## src/rtl/ssd_mux_ctrl.sv

```systemverilog
// Multi-digit common-anode seven-segment controller: debounced per-slot load buttons,
// time-multiplexed scan with blanking, optional hex decode and a switch mirror on the LEDs.
module ssd_mux_ctrl #(
    parameter int NUM_DIGITS   = 4,
    parameter int DIGIT_PERIOD = 65536,
    parameter int DBNC_CYCLES  = 250000,
    parameter int HEX_MODE     = 0
) (
    input  logic                  clk,
    input  logic                  rst,
    input  logic [3:0]            value,
    input  logic [NUM_DIGITS-1:0] load_btn,
    input  logic                  blank_all,
    output logic [3:0]            led,
    output logic [6:0]            seg,
    output logic [NUM_DIGITS-1:0] an,
    output logic                  load_done
);

    localparam int PW = $clog2(DIGIT_PERIOD);
    localparam int IW = $clog2(NUM_DIGITS);
    localparam int CW = $clog2(DBNC_CYCLES);
    localparam logic [PW-1:0] PRESC_LAST = PW'(DIGIT_PERIOD - 1);
    localparam logic [IW-1:0] IDX_LAST   = IW'(NUM_DIGITS - 1);
    localparam logic [CW-1:0] DBNC_LAST  = CW'(DBNC_CYCLES - 1);

    logic [NUM_DIGITS-1:0] strobe;
    logic [3:0]            slot_code_q [NUM_DIGITS];
    logic [NUM_DIGITS-1:0] slot_valid_q;

    genvar gi;
    generate
        for (gi = 0; gi < NUM_DIGITS; gi++) begin : g_btn
            logic          sync1_q, sync2_q, lvl_q;
            logic [CW-1:0] cnt_q;

            always_ff @(posedge clk) begin
                if (rst) begin
                    sync1_q <= 1'b0;
                    sync2_q <= 1'b0;
                    lvl_q   <= 1'b0;
                    cnt_q   <= '0;
                end else begin
                    sync1_q <= load_btn[gi];
                    sync2_q <= sync1_q;
                    if (sync2_q != lvl_q) begin
                        if (cnt_q == DBNC_LAST) begin
                            lvl_q <= sync2_q;
                            cnt_q <= '0;
                        end else begin
                            cnt_q <= cnt_q + 1'b1;
                        end
                    end else begin
                        cnt_q <= '0;
                    end
                end
            end

            // Strobe fires in the cycle the debounced level is about to rise.
            assign strobe[gi] = sync2_q & ~lvl_q & (cnt_q == DBNC_LAST);

            always_ff @(posedge clk) begin
                if (rst) begin
                    slot_code_q[gi]  <= 4'd0;
                    slot_valid_q[gi] <= 1'b0;
                end else if (strobe[gi]) begin
                    slot_code_q[gi]  <= value;
                    slot_valid_q[gi] <= 1'b1;
                end
            end
        end
    endgenerate

    function automatic logic [6:0] decode(input logic [3:0] code);
        logic [6:0] s;
        case (code)
            4'd0:    s = 7'b1000000;
            4'd1:    s = 7'b1111001;
            4'd2:    s = 7'b0100100;
            4'd3:    s = 7'b0110000;
            4'd4:    s = 7'b0011001;
            4'd5:    s = 7'b0010010;
            4'd6:    s = 7'b0000010;
            4'd7:    s = 7'b1111000;
            4'd8:    s = 7'b0000000;
            4'd9:    s = 7'b0010000;
            4'd10:   s = 7'b0001000;
            4'd11:   s = 7'b0000011;
            4'd12:   s = 7'b1000110;
            4'd13:   s = 7'b0100001;
            4'd14:   s = 7'b0000110;
            default: s = 7'b0001110;
        endcase
        if (HEX_MODE == 0 && code > 4'd9) begin
            s = 7'h7F;
        end
        return s;
    endfunction

    logic [PW-1:0]         presc_q, presc_d;
    logic [IW-1:0]         idx_q, idx_d;
    logic [NUM_DIGITS-1:0] an_q, an_d;
    logic [6:0]            seg_q, seg_d;
    logic [3:0]            led_q, led_d;
    logic                  load_done_q;
    logic [3:0]            cur_code;
    logic                  cur_valid;

    always_comb begin
        presc_d = presc_q + 1'b1;
        idx_d   = idx_q;
        if (presc_q == PRESC_LAST) begin
            presc_d = '0;
            idx_d   = (idx_q == IDX_LAST) ? '0 : idx_q + 1'b1;
        end
    end

    always_comb begin
        cur_code  = 4'd0;
        cur_valid = 1'b0;
        an_d      = '1;
        for (int i = 0; i < NUM_DIGITS; i++) begin
            if (idx_q == IW'(i)) begin
                cur_code  = slot_code_q[i];
                cur_valid = slot_valid_q[i];
                an_d[NUM_DIGITS-1-i] = 1'b0;
            end
        end
        seg_d = cur_valid ? decode(cur_code) : 7'h7F;
        if (blank_all) begin
            an_d  = '1;
            seg_d = 7'h7F;
        end
        led_d = (HEX_MODE != 0 || value <= 4'd9) ? value : 4'd0;
    end

    always_ff @(posedge clk) begin
        if (rst) begin
            presc_q     <= '0;
            idx_q       <= '0;
            an_q        <= '1;
            seg_q       <= 7'h7F;
            led_q       <= 4'd0;
            load_done_q <= 1'b0;
        end else begin
            presc_q     <= presc_d;
            idx_q       <= idx_d;
            an_q        <= an_d;
            seg_q       <= seg_d;
            led_q       <= led_d;
            load_done_q <= |strobe;
        end
    end

    assign an        = an_q;
    assign seg       = seg_q;
    assign led       = led_q;
    assign load_done = load_done_q;

endmodule

```

## config.mk

```make
export PLATFORM = sky130hd
export DESIGN_NAME = ssd_mux_ctrl
export DESIGN_NICKNAME = d
export VERILOG_FILES = /design/src/rtl/ssd_mux_ctrl.sv
export SDC_FILE = /design/constraint.sdc
export NUM_CORES = 1
export LEC_CHECK = 0
export ABC_AREA = 1
export CORE_ASPECT_RATIO = 0.6
export CORE_MARGIN = 2
export CORE_UTILIZATION = 45
export DETAILED_ROUTE_END_ITERATION = 16
export DONT_BUFFER_PORTS = 1
export PLACE_DENSITY_LB_ADDON = 0.2
export SYNTH_ARGS = -nofsm -noshare
export SYNTH_HDL_FRONTEND = slang
export SYNTH_SLANG_ARGS = --single-unit
```

## constraint.sdc

```tcl
create_clock -name clk -period 1.9 [get_ports clk]
set_clock_uncertainty 0.1 [all_clocks]
set_input_delay 0.38 -clock clk [delete_from_list [all_inputs] [get_ports clk]]
set_output_delay 0.38 -clock clk [all_outputs]
set_load 0.02 [all_outputs]
```

==> impl_metrics.toml <==
[floorplan]
initial_core_util_pct = 46.3
fp.dieH_um = 98.9
fp.coreArea_mm2 = 0.0146
die_area_mm2 = 0.0160
die_w_um = 162
io_pins = 27
fp-row-count = 34

[cts]
clockBufferDepth = 2
cts.sinks = 138
cts.clk_slew.worst_paths_ns = 0.06
cts-root-buf = "clkbuf_16"
cts_tree = "yes"
cts_buffers = 17
insertion_delay_ns = 0.41
cts_max_level = 4

[run]
max_cap_violations = 0

[global_routing]
grt_max_degree = 23
grt_pass1_vias = 5011
globalRouteOverflowTotal = 0
gr-usage-all-layers_pct = 18.8
antenna_found_initial = 0
grt_pass1_wl_mm = 24.5

[drt]
top_layer_used = "met4"
wire_per_inst_um = 12.6
drt_iter0_markers = 458
wl_mm = 14.6
ant_nets = 0
wl_met1_mm = 8.19
drcViolationCount = 0
vias = 5698
wl_met3_um = 809
drt_first_pass_iters = 5
viasPerCell = 4.92
wl_met2_mm = 5.50

[layout]
stdcell_count = 1157
utilization_pct = 54.8
multi_input_area_mm2 = 0.00346
drive_gt1_share_pct = 16.8
final_nets = 976
antenna_cells = 0
fill_cells = 1314
regArea_mm2 = 0.00293
syn_to_final_growth_pct = 18.3
final_cell_area_mm2 = 0.00800

[power]
p_leak_nw = 3.01
p_switching_mw = 1.38
powerDensity_mw_per_mm2 = 826
seq_power_share_pct = 45.6
combPwrFrac_pct = 3.3
p_total_mw = 6.61
p_int_mw = 5.23
peakVddDrop_mv = 0.487
pwr-share-clk_pct = 51.1
swShare_pct = 20.8

[synthesis]
yosysTopAreaCell = "dfxtp_1"
syn_avg_cell_area_um2 = 7.48
synthesis.area_mm2 = 0.00676
synth_common_cells = "nand2_1, nor2_1, dfxtp_1"
ys_seq_elements = 138
yosys_warnings = 0
synthTopCellsByArea = "dfxtp_1, nand2_1, nor2_1, edfxtp_1, inv_1"
syn_nets = 933
synth_cell_types = 39
async_flop_share_pct = 0
synthFlopType = "dfxtp_1"
synth_sequential_area_ratio_pct = 43.3
synth_edf_count = 16
post-synth-top-count-cell = "nand2_1"
netlist.area_leader.share_pct = 36.1
synth_cells = 903

[timing]
maxClockFrequency_mhz = 531
holdWs_ns = 0.0418
rsz0062_at_grt = "yes"
fin_setup_tns_ns = 0
hold_viol = 0
slew_headroom_pct = 59.5
finalSetupViolCount = 0
fin_crit_ns = 1.88
setup_slack_ns = 0.0179
final-max-slew-violation-count = 0
worst_slew_pin_slew_ns = 0.607
fin_crit_sh_pct = 99.1

[placement]
port_buffers = 0
placedCellCount = 1113
pre_cts_ws_ns = -0.0763
place_hpwl_mm = 10.3
placed_area_mm2 = 0.00709
gp_congestion = 0.867

[critical_path]
crit_path_start_kind = "flip-flop"
worstPathMaxFanout = 7
cp-end-kind = "flip-flop"
worstPathRequired_ns = 2.08
cp.arrival_ns = 2.06
path_class = "reg2reg"

[run_status]
status = "finished clean"

[min_path]
hp-class = "in2reg"
[flip-flops by register name, summed over array words and instances (netlist names)]
| register | cells |
|---|---|
| an | 4 |
| g_btn.cnt_q | 72 |
| g_btn.lvl_q | 4 |
| g_btn.sync1_q | 4 |
| g_btn.sync2_q | 4 |
| idx_q | 2 |
| led | 4 |
| load_done | 1 |
| presc_q | 16 |
| seg | 7 |
| slot_code_q | 16 |
| slot_valid_q | 4 |
[routing by layer]
metal  global-route usage [%]  vias up
met5                        0        -
met2                     24.2      135
met4                     5.11        0
met1                     30.6     2564
li1                         -     2988
met3                     3.96       11
[cells by family after synthesis]
group | share of synthesized area (%)
AO/OA/AOI/OAI | 5.24
XOR/XNOR | 3.50
adder cells (fa/ha/maj) | 3.52
buffers and inverters | 7.89
flip-flops | 43.3
AND/OR/NAND/NOR | 36.6
[layout by cell type, fill, tap and decap left out, drive strengths merged, types with 2 or more instances in the layout]
cell	instances
nand3b	6
nor3b	3
xnor2	10
buf	28
dfxtp	122
o21ai	15
nor2	159
clkbuf	28
clkinv	3
dlygate4sd3	7
inv	113
a21oi	49
edfxtp	16
xor2	17
or2	15
o211ai	2
nand3	74
ha	19
nand2	206
nand4	33
nor3	29
[power groups by stage]
| stage | Sequential, mW | Combinational (mW) | Clock (mW) |
|---|---|---|---|
| after global placement | 3.08 | 0.175 | 0 |
| after detailed placement | 3.08 | 0.174 | 0 |
| after CTS | 3.01 | 0.192 | 3.44 |
| after global routing | 3.01 | 0.242 | 3.58 |
| after floorplan | 3.07 | 0.136 | 0 |
| final | 3.01 | 0.216 | 3.38 |
[final timing paths]
path	startpoint	endpoint	slack (ns)	cells past startpoint
min	rst	presc_q[9]$_SDFF_PP0_	0.04	3
max reg2reg	idx_q[0]$_SDFFE_PP0P_	seg[4]$_SDFF_PP1_	0.02	11
min reg2reg	g_btn[0].sync1_q$_SDFF_PP0_	g_btn[0].sync2_q$_SDFF_PP0_	0.31	2
max	idx_q[0]$_SDFFE_PP0P_	seg[4]$_SDFF_PP1_	0.02	11
[cell type report]
| cell class | count | area share (%) |
|---|---|---|
| inverters | 114 | 5.60 |
| flip-flops and latches | 138 | 36.7 |
| clock buffers | 28 | 7.12 |
| repair buffers | 36 | 3.66 |
| well taps | 198 | 3.10 |
| multi-input cells | 639 | 43.3 |
| clock inverters | 4 | 0.595 |
[worst max-delay path, stage by stage, from the launching register on]
cell     delay [ns]
dfxtp_4        0.38
ha_4           0.16
buf_4          0.15
a21oi_1        0.16
nand2_1        0.11
nand2_2        0.11
buf_4          0.13
buf_4          0.10
ha_1           0.14
nand2_1        0.05
nand3_1        0.08
nand4_1        0.07
[what timing repair did]
action | CTS | global route
gates resized for setup | 5 | 45
hold endpoints to repair | 17 | 0
hold buffers | 8 | 0
buffers inserted | 0 | 4
pin swaps | 1 | 15
endpoints found under the setup margin | 5 | 12
cloned | 0 | 0
Power figures use the tool's default switching activity.
